**config.mk**
```make
export PLATFORM = sky130hd
export DESIGN_NAME = uart_imem_loader
export DESIGN_NICKNAME = d
export VERILOG_FILES = /design/src/rtl/uart_imem_loader.sv
export SDC_FILE = /design/constraint.sdc
export NUM_CORES = 1
export LEC_CHECK = 0
export ABC_AREA = 0
export CAP_MARGIN = 20
export CELL_PAD_IN_SITES_DETAIL_PLACEMENT = 0
export CELL_PAD_IN_SITES_GLOBAL_PLACEMENT = 1
export CORE_ASPECT_RATIO = 1.4
export CORE_MARGIN = 4
export CORE_UTILIZATION = 41
export DETAILED_ROUTE_END_ITERATION = 16
export HOLD_SLACK_MARGIN = 0.02
export PLACE_DENSITY = 0.81
export SYNTH_ARGS = -nofsm -noshare
export SYNTH_HDL_FRONTEND = slang
export SYNTH_SLANG_ARGS = --single-unit
```
**constraint.sdc**
```tcl
create_clock -name clk -period 4.66 [get_ports clk]
set_input_delay 0.699 -clock clk [delete_from_list [all_inputs] [get_ports clk]]
set_output_delay 0.699 -clock clk [all_outputs]
set_load 0.005 [all_outputs]
```
**src/rtl/uart_imem_loader.sv**
```systemverilog
// UART (8N1) program loader: receives a little-endian word count and instruction words,
// writes them to instruction memory and holds the core in reset until the load completes.
module uart_imem_loader #(
  parameter int unsigned CLKS_PER_BIT = 10417,
  parameter int unsigned ADDR_WIDTH   = 14
) (
  input  logic                  clk,
  input  logic                  rst,
  input  logic                  uart_rx,
  input  logic                  load_req,
  output logic                  imem_we,
  output logic [ADDR_WIDTH-1:0] imem_addr,
  output logic [31:0]           imem_wdata,
  output logic                  cpu_rst,
  output logic                  busy,
  output logic                  done,
  output logic                  err
);

  localparam int unsigned   TW        = (CLKS_PER_BIT > 1) ? $clog2(CLKS_PER_BIT) : 1;
  localparam logic [TW-1:0] T_HALF    = TW'(CLKS_PER_BIT / 2 - 1);
  localparam logic [TW-1:0] T_FULL    = TW'(CLKS_PER_BIT - 1);
  localparam logic [32:0]   MAX_WORDS = 33'(1) << ADDR_WIDTH;

  // Synchronizer flops reset to the idle-high line level so reset never looks like a start bit.
  logic rx_s1, rx_s2, rx_d;

  always_ff @(posedge clk or posedge rst) begin
    if (rst) begin
      rx_s1 <= 1'b1;
      rx_s2 <= 1'b1;
      rx_d  <= 1'b1;
    end else begin
      rx_s1 <= uart_rx;
      rx_s2 <= rx_s1;
      rx_d  <= rx_s2;
    end
  end

  typedef enum logic [1:0] {RX_IDLE, RX_START, RX_DATA, RX_STOP} rx_state_t;

  rx_state_t     rx_state, rx_state_n;
  logic [TW-1:0] tmr, tmr_n;
  logic [2:0]    bit_idx, bit_idx_n;
  logic [7:0]    shreg, shreg_n;
  logic          byte_valid, byte_err;

  always_ff @(posedge clk or posedge rst) begin
    if (rst) begin
      rx_state <= RX_IDLE;
      tmr      <= '0;
      bit_idx  <= '0;
      shreg    <= '0;
    end else begin
      rx_state <= rx_state_n;
      tmr      <= tmr_n;
      bit_idx  <= bit_idx_n;
      shreg    <= shreg_n;
    end
  end

  always_comb begin
    rx_state_n = rx_state;
    tmr_n      = tmr + 1'b1;
    bit_idx_n  = bit_idx;
    shreg_n    = shreg;
    byte_valid = 1'b0;
    byte_err   = 1'b0;
    if (load_req) begin
      rx_state_n = RX_IDLE;
      tmr_n      = '0;
    end else begin
      case (rx_state)
        RX_IDLE: begin
          tmr_n = '0;
          if (rx_d && !rx_s2) rx_state_n = RX_START;
        end
        RX_START: begin
          if (tmr == T_HALF) begin
            tmr_n      = '0;
            bit_idx_n  = '0;
            rx_state_n = rx_s2 ? RX_IDLE : RX_DATA;
          end
        end
        RX_DATA: begin
          if (tmr == T_FULL) begin
            tmr_n     = '0;
            shreg_n   = {rx_s2, shreg[7:1]};
            bit_idx_n = bit_idx + 1'b1;
            if (bit_idx == 3'd7) rx_state_n = RX_STOP;
          end
        end
        RX_STOP: begin
          if (tmr == T_FULL) begin
            tmr_n      = '0;
            byte_valid = 1'b1;
            byte_err   = !rx_s2;
            rx_state_n = RX_IDLE;
          end
        end
        default: rx_state_n = RX_IDLE;
      endcase
    end
  end

  typedef enum logic [2:0] {IDLE, HDR, BODY, DONE, ERR} state_t;

  state_t                state, state_n;
  logic [1:0]            byte_cnt, byte_cnt_n;
  logic [23:0]           word_buf, word_buf_n;
  logic [31:0]           n_words, n_words_n;
  logic [ADDR_WIDTH:0]   word_cnt, word_cnt_n;
  logic                  imem_we_n;
  logic [ADDR_WIDTH-1:0] imem_addr_n;
  logic [31:0]           imem_wdata_n;
  logic [31:0]           word_full;

  assign word_full = {shreg, word_buf};

  always_ff @(posedge clk or posedge rst) begin
    if (rst) begin
      state      <= IDLE;
      byte_cnt   <= '0;
      word_buf   <= '0;
      n_words    <= '0;
      word_cnt   <= '0;
      imem_we    <= 1'b0;
      imem_addr  <= '0;
      imem_wdata <= '0;
    end else begin
      state      <= state_n;
      byte_cnt   <= byte_cnt_n;
      word_buf   <= word_buf_n;
      n_words    <= n_words_n;
      word_cnt   <= word_cnt_n;
      imem_we    <= imem_we_n;
      imem_addr  <= imem_addr_n;
      imem_wdata <= imem_wdata_n;
    end
  end

  always_comb begin
    state_n      = state;
    byte_cnt_n   = byte_cnt;
    word_buf_n   = word_buf;
    n_words_n    = n_words;
    word_cnt_n   = word_cnt;
    imem_we_n    = 1'b0;
    imem_addr_n  = imem_addr;
    imem_wdata_n = imem_wdata;
    if (load_req) begin
      state_n    = HDR;
      byte_cnt_n = '0;
      word_cnt_n = '0;
    end else if (state == HDR || state == BODY) begin
      // word_cnt already counts the word being strobed, so DONE lands the cycle after the write
      if (state == BODY && imem_we && 32'(word_cnt) == n_words) begin
        state_n = DONE;
      end else if (byte_valid && byte_err) begin
        state_n = ERR;
      end else if (byte_valid) begin
        byte_cnt_n = byte_cnt + 1'b1;
        case (byte_cnt)
          2'd0: word_buf_n[7:0]   = shreg;
          2'd1: word_buf_n[15:8]  = shreg;
          2'd2: word_buf_n[23:16] = shreg;
          default: begin
            if (state == HDR) begin
              n_words_n = word_full;
              if (word_full == '0)                     state_n = DONE;
              else if ({1'b0, word_full} > MAX_WORDS)  state_n = ERR;
              else                                     state_n = BODY;
            end else begin
              imem_we_n    = 1'b1;
              imem_addr_n  = word_cnt[ADDR_WIDTH-1:0];
              imem_wdata_n = word_full;
              word_cnt_n   = word_cnt + 1'b1;
            end
          end
        endcase
      end
    end
  end

  assign busy    = (state == HDR) || (state == BODY);
  assign done    = (state == DONE);
  assign err     = (state == ERR);
  assign cpu_rst = busy || err;

endmodule

```
Word level (Yosys, flattened, before mapping)
Cells that the tools add are included.

Output and inout port bits: 51. Logic and storage cells: 129. Flip-flop bits (word level): 153. Input bits: 4.

Equal/unequal tests: 25. Magnitude comparators: 1. Multiplexer cells: 49. Bitwise logic cells: 5. $add $sub $neg: 4. Reductions and logical operators: 28.

Operators with widths (number): $mux W15 (7); $mux W14 (3); $pmux W14 S3 (1); $mux W3 (11); $eq A15 B32 Y1 (1); $gt A32 B15 Y1 const B (1); $logic_not A32 Y1 (1); $mux W2 (12); $reduce_and A6 Y1 (4); $add A15 B1 Y15 const B (1); $ne A3 B3 Y1 const B (5); $add A14 B1 Y14 const B (1); $eq A14 B13 Y1 const B (1); $eq A14 B14 Y1 const B (1); $reduce_and A7 Y1 (2); $mux W1 (13); $reduce_and A4 Y1 (3); $ne A2 B2 Y1 const B (5); $pmux W2 S4 (1); $reduce_bool A4 Y1 (2); $eq A2 B2 Y1 const B (3); $eq A3 B2 Y1 const B (2); $eq A3 B3 Y1 const B (2); $pmux W3 S2 (1); 16 further kinds (28).

Longest topological paths before layout
Depth after elaboration: 10. Gate-level depth with buffers: 10. Mapped depth without buffers: 8.

Worst setup path before layout
Ideal clock, no wire load.

Path kind: reg-to-reg. From: register tmr[0]. To: register imem_addr[10]. Setup time: 0.125 ns. Path buffers: 2. Required time: 4.535 ns. Stages on the path, launching flop included: 10. Slack: 1.901 ns. Clock period less this slack: 2.759 ns. Data arrival time: 2.634 ns. Path through: dfrtp_1 > inv_1 > ha_1 > or4b_4 > nor4_4 > nand2_4 > or4_1 > buf_6 > buf_6 > mux2_4.

Longest elaborated chain between the ends: 7. Elaborated cells on any way between the ends: 10. Those cells by class: eq/ne: 1; mux: 6; bitwise: 1; reduce/logical: 2.

RTL lines: from (decl) (RTL line 43) `logic [TW-1:0] tmr, tmr_n;`; from (signal assigned) (RTL line 56) `tmr <= tmr_n;`; $eq A14 B14 Y1 * (RTL line 94) `if (tmr == T_FULL) begin`; $mux W1 (RTL line 94); $mux W1 (RTL line 73) `case (rx_state)`; $mux W1 (RTL line 69) `if (load_req) begin`; $logic_and A1 B1 Y1 (RTL line 159) `end else if (byte_valid && byte_err) begin`; $not A1 Y1 (no source line); $reduce_and A7 Y1 (no source line) *; to (signal assigned) (RTL line 137) `imem_addr <= imem_addr_n;`; to (decl) (RTL line 12) `output logic [ADDR_WIDTH-1:0] imem_addr,`.

Every way passes the cells marked *; elsewhere a longest branch is shown, timed or not. A chain may end at the register's enable or synchronous reset.

Final worst setup path
From: register tmr[0]. To: register imem_wdata[21].

Longest elaborated chain between the ends: 7. Elaborated cells on any way between the ends: 10. Those cells by class: eq/ne: 1; mux: 6; bitwise: 1; reduce/logical: 2.

RTL lines: $eq A14 B14 Y1 * (RTL line 94); $mux W1 (RTL line 94); $mux W1 (RTL line 73); $mux W1 (RTL line 69); $logic_and A1 B1 Y1 (RTL line 159); $not A1 Y1 (no source line); $reduce_and A7 Y1 (no source line) *; to (signal assigned) (RTL line 138) `imem_wdata <= imem_wdata_n;`; to (decl) (RTL line 13) `output logic [31:0] imem_wdata,`.

Marks and branches as above.

==> summary.txt <==
GRT
  – First-pass GRT wire length: 24900 um
  – Largest net degree at the start of global routing: 154
  – Number of global-route vias before repair: 4679
  – Initial antenna violation count: 0
  – GRT Overall Usage: 16.3%
  – Remaining Overflow, GRT: 0

Floorplan
  – Row count: 56
  – Core Box Area: 16800 um^2
  – Initial core utilization: 41.8%
  – Die area: 19300 um^2
  – Die Y: 163 um
  – Ports: 55
  – Die Wd: 119 um

Route
  – Detailed Route WL: 15100 um
  – Number of DRC markers in iteration 0: 221
  – Remaining antenna violation count after routing: 0
  – Drt first pass iters: 4
  – DRC Markers: 0
  – DR vias/cell: 5.43
  – Vias: 4441
  – Avg WL per Cell: 18.5 um

Final layout
  – Filler cells: 1486
  – Most common cell after layout, fill and taps aside: dfrtp_1
  – # diodes: 0
  – Final net count: 621
  – Layout cells sized above 1: 26.2%
  – Final instance area: 8400 um^2
  – Most frequent cells in the layout: dfrtp_1 (150), mux2_2 (70), clkdlybuf4s50_1 (54), mux2_4 (40), nor2_1 (39)
  – Synth-to-layout area growth: 19.6%

STA
  – Setup-failing EPs final: 0
  – FMAX: 307 MHz
  – Time the worst path needs with I/O delays and setup: 3260 ps
  – RSZ-0062 raised after global routing: no
  – Period utilization: 69.9%
  – Actual slew at the worst max-slew pin: 1050 ps
  – Hold violation count in the final report: 0
  – Slew HR: 30.1%
  – Setup TNS: 0 ps
  – Setup Skew: 11.3 ps
  – Final Max Slew Viols: 0

Worst setup path
  – Reg-to-reg slack, setup: 1400 ps
  – Slowest stage cell, crit path: or4_2
  – CP startpoint kind: register
  – Crit path kind: reg2reg
  – Req. time, crit path: 4970 ps
  – R2R cell count: 8
  – Critical Path Max Stage Delay: 830 ps
  – Reg-to-Reg Start: tmr[0]$_DFF_PP0_
  – Max FO, Critical Path: 40
  – Endpoint class of the critical path: register
  – Critical R2R Capture: imem_wdata[21]$_DFFE_PP0P_
  – Crit path cell chain: inv_1, ha_1, or4b_4, nor4_4, nand2_4, or4_2, buf_12, mux2_4
  – Crit path DAT: 3560 ps

Clocking
  – Postcts setup bufs: 0
  – Clock latency on the worst-skew pair: 420 ps
  – Number of hold buffers added after cts: 0
  – H-tree levels: 4
  – Clock transition at path regs: 60 ps
  – Post-CTS resize count: 0
  – Clock sink total: 153
  – TritonCTS clock tree: built
  – Clk root buf: clkbuf_16
  – Clk buf depth: 2
  – Number of CTS-inserted buffers: 17

Power
  – Pwr Total: 2.86 mW
  – Cell area power density: 340 nW/um^2
  – Sequential share of power: 46.9%
  – VDD IR-drop max: 0.248 mV
  – Switching share of power: 20.8%
  – Cell Int Power: 2.26 mW
  – P_sw: 595 uW
  – Clock network power share: 50.8%
  – Combinational power share: 2.3%
  – Pleak: 3.93 nW

Logic synthesis
  – Yosys reg bits: 153
  – Net Count, Synth: 561
  – Synthesized area: 7030 um^2
  – Asr flop ratio synth: 100%
  – Seq/Total Area, Yosys: 54.5%
  – YS warnings: 0
  – Post-synth EDFFs: 0
  – Post-Syn Instances: 543
  – Ys flop type: dfrtp_1
  – Distinct cells, synth: 47
  – Mean Syn Cell Area: 12.9 um^2

Worst hold path
  – Worst hold endpoint: rx_s2$_DFF_PP1_
  – Hold Crit Class: reg2reg
  – WHS Path Cells: 0
  – HP Start: rx_s1$_DFF_PP1_

Job
  – Maxcap violations: 0

Placement
  – Post-Place Cell Area: 7780 um^2
  – Port Buffers: 54
  – HPWL Detailed: 10400 um
  – Placer Congestion: 0.827

Run status
  – Status: complete, no violations
## synth_stat cells (3+ instances only)
cell type,count,area [um^2]
ha_1,14,175
nor3_1,8,40.0
nand4_1,15,93.8
nor4b_2,3,45.0
mux2_4,40,601
a2111oi_0,3,26.3
xor2_1,6,52.6
mux2i_1,3,30.0
mux2_2,70,788
buf_6,5,56.3
dfrtp_1,150,3750
nand3b_1,3,22.5
or2_2,5,31.3
nand2_1,31,116
inv_1,16,60.1
nor2_1,39,146
o41ai_1,4,35.0
and3_1,4,25.0
a21oi_1,12,60.1
nor4_1,15,93.8
or4_1,6,45.0
o21ai_0,7,35.0
xnor2_1,29,254
a211oi_1,3,22.5
clkbuf_1,12,45.0
o31ai_1,3,22.5
nand3_1,7,35.0
dfstp_2,3,78.8
## routing by layer
layer	GRT usage, %	vias up	share of wire, %
li1	-	2061	-
met1	19.6	2291	43
met2	29.3	74	53
met3	3.44	15	2.8
met4	5.11	0	1.4
met5	0	-	0
## registers in the layout (all words and copies together) (netlist names)
register	count
bit_idx	3
byte_cnt	2
imem_addr	14
imem_wdata	32
imem_we	1
n_words	32
rx_d	1
rx_s1	1
rx_s2	1
rx_state	2
shreg	8
state	3
tmr	14
word_buf	24
word_cnt	15
## worst max path at each step
stage / startpoint / endpoint
after floorplan: tmr[0]$_DFF_PP0_ / imem_addr[10]$_DFFE_PP0P_
final: tmr[0]$_DFF_PP0_ / imem_wdata[21]$_DFFE_PP0P_
after global routing: n_words[25]$_DFFE_PP0P_ / imem_wdata[26]$_DFFE_PP0P_
after global placement: tmr[0]$_DFF_PP0_ / imem_wdata[21]$_DFFE_PP0P_
after detailed placement: tmr[0]$_DFF_PP0_ / imem_wdata[11]$_DFFE_PP0P_
after CTS: tmr[0]$_DFF_PP0_ / imem_wdata[12]$_DFFE_PP0P_
## area by class of cell
type | instances | area [um^2] | area share, %
well taps | 203 | 254 | 3.02
flip-flops and latches | 153 | 3830 | 45.6
repair buffers | 59 | 601 | 7.15
inverters | 16 | 63.8 | 0.759
multi-input cells | 356 | 3030 | 36.1
clock buffers | 21 | 450 | 5.36
clock inverters | 10 | 170 | 2.03
## logic make-up (layout without fill, tap and decap cells)
logic type / after synthesis / in the layout / synth area share (%)
buffers and inverters: 34 / 106 / 2.35
muxes: 114 / 114 / 20.4
and+or+nand+nor: 153 / 153 / 12.0
DFF: 153 / 153 / 54.5
AOI/OAI and AO/OA: 40 / 40 / 3.86
adders and majority gates: 14 / 14 / 2.49
xor gates and xnor gates: 35 / 35 / 4.36
## per-stage QoR
| stage | util (%) | setup WS, ps | std cells | hold slack [ps] |
|---|---|---|---|---|
| global route | 50.0 | 1280 | 818 | 368 |
| global placement | 46.2 | 1470 | 786 | 345 |
| finish | 50.0 | 1400 | 818 | 355 |
| CTS | 49.9 | 1400 | 817 | 355 |
| floorplan | - | 1900 | 543 | 345 |
| detailed placement | 46.2 | 1420 | 786 | 347 |
## worst max-delay path: cells and delay by family (launching register included)
| kind | cells | cell delay [ps] |
|---|---|---|
| fa+ha+maj | 1 | 130 |
| buf+inv | 2 | 350 |
| flops | 1 | 420 |
| mux | 1 | 330 |
| simple gates | 4 | 1860 |
## power groups by stage
stage | Combinational [mW] | Clock, mW | Sequential [mW]
after floorplan | 0.0476 | 0 | 1.36
after global placement | 0.0651 | 0 | 1.36
after detailed placement | 0.0680 | 0 | 1.36
after CTS | 0.0682 | 1.48 | 1.34
after global routing | 0.0769 | 1.54 | 1.34
final | 0.0655 | 1.45 | 1.34
Note: power is estimated with default switching activity, not from simulation.
==> edit (config.mk and constraints unchanged) <==
Set the parameter `ADDR_WIDTH` to 15 (it was 14).
--- a/src/rtl/uart_imem_loader.sv
+++ b/src/rtl/uart_imem_loader.sv
@@ -2,7 +2,7 @@
 // writes them to instruction memory and holds the core in reset until the load completes.
 module uart_imem_loader #(
   parameter int unsigned CLKS_PER_BIT = 10417,
-  parameter int unsigned ADDR_WIDTH   = 14
+  parameter int unsigned ADDR_WIDTH   = 15
 ) (
   input  logic                  clk,
   input  logic                  rst,
Ports: changed (resized imem_addr); port bits go from 55 to 56. No check against the original RTL was run, so the function may have changed too.
==> edit against the unedited design <==
Routed wire length shrank 3.2%; setup slack lost 0.14 ns; design area shrank 0.73%; synthesized area is essentially flat; critical path depth shrank 1; clock skew shrank 0.0059 ns; count of clock-buffer cells in the layout shrank 2; power shrank 4.3%; sequential cell count grew 2; die area is essentially flat; highest routed layer unchanged.
==> edit: results (changes against the unedited design) <==
Sink Count = 155 (+1.3%)
Clkbuf count = 19 (-9.5%)
Slew HR = 30.70% (+0.63 points)
Post-route non-filler standard cell count = 815 (-0.37%)
Top cells by area, synth = dfrtp_1 54%, mux2_2 13%, mux2_4 6.4%, xnor2_1 3.0%, ha_1 2.5%
Placed Instances = 783 (-0.38%)
Reg2reg setup slack = 1.27 ns (-0.14 ns)
Avg WL per Cell = 17.93 um (-2.8%)
Layout cells sized above 1 = 26.31% (+0.13 points)
DP Wirelength = 9972 um (-4.0%)
IO Port Bufs = 55 (+1.9%)
Inverters = 14 (-2)
Min Hold Slack = 0.3556 ns (+0.0005710 ns)
Post-DP Area = 7780 sq um (about the same)
Clk_skew = 0.005455 ns (-0.005861 ns)
Worst Path Arrival = 3.68 ns (+0.12 ns)
Critical path peak fanout = 47 (+18%)
Max VDD drop = 0.2401 mV (-3.2%)
Largest net degree at the start of global routing = 125 (-19%)
Layout Nets = 617 (-0.64%)
Status = completed
Worst-case reg-to-reg path depth = 7 (-1)
Crit-path slowest cell = or4_4
Synthesized Nets = 557 (-0.71%)
Global-route wire length before repair = 24520 um (-1.6%)
GPL Wtd Cong = 0.8498 (+2.7%)
GRT Overall Usage = 15.86% (-0.48 points)
Register area share after synthesis = 55.22% (+0.68 points)
Signal buf overhead = 7.111% (-0.037 points)
Post-Syn Instances = 539 (-0.74%)
Synth top cells by count = 152 x dfrtp_1, 81 x mux2_2, 30 x mux2_4
Register area = 3882 sq um (+1.3%)
Min Tclk post-route = 3.393 ns (+0.1367 ns)
## edit: per-layer routing
| metal | vias to the layer above | GRT usage (%) | share of wire (%) |
|---|---|---|---|
| met1 | 2288 | 19.47 | 43 |
| met5 | - | 0 | 0 |
| met2 | 75 | 27.45 | 52 |
| met4 | 0 | 5.535 | 1.8 |
| li1 | 2065 | - | - |
| met3 | 22 | 3.648 | 2.9 |
## edit: power by group through the flow
stage | Clock, uW | Combinational, uW | Sequential [uW]
after floorplan | 0 | 49.4 | 1380
after global placement | 0 | 66.8 | 1380
after detailed placement | 0 | 69.5 | 1380
after CTS | 1330 | 69.8 | 1360
after global routing | 1410 | 79.0 | 1360
final | 1310 | 66.7 | 1360
## edit: cells by family after synthesis
kind of cell | after synthesis | synth area share (%)
buf+inv | 32 | 2.189
xor+xnor | 34 | 4.236
simple gates | 141 | 11.83
fa+ha+maj | 14 | 2.492
mux | 111 | 19.38
compound gates | 52 | 4.645
flops | 155 | 55.22
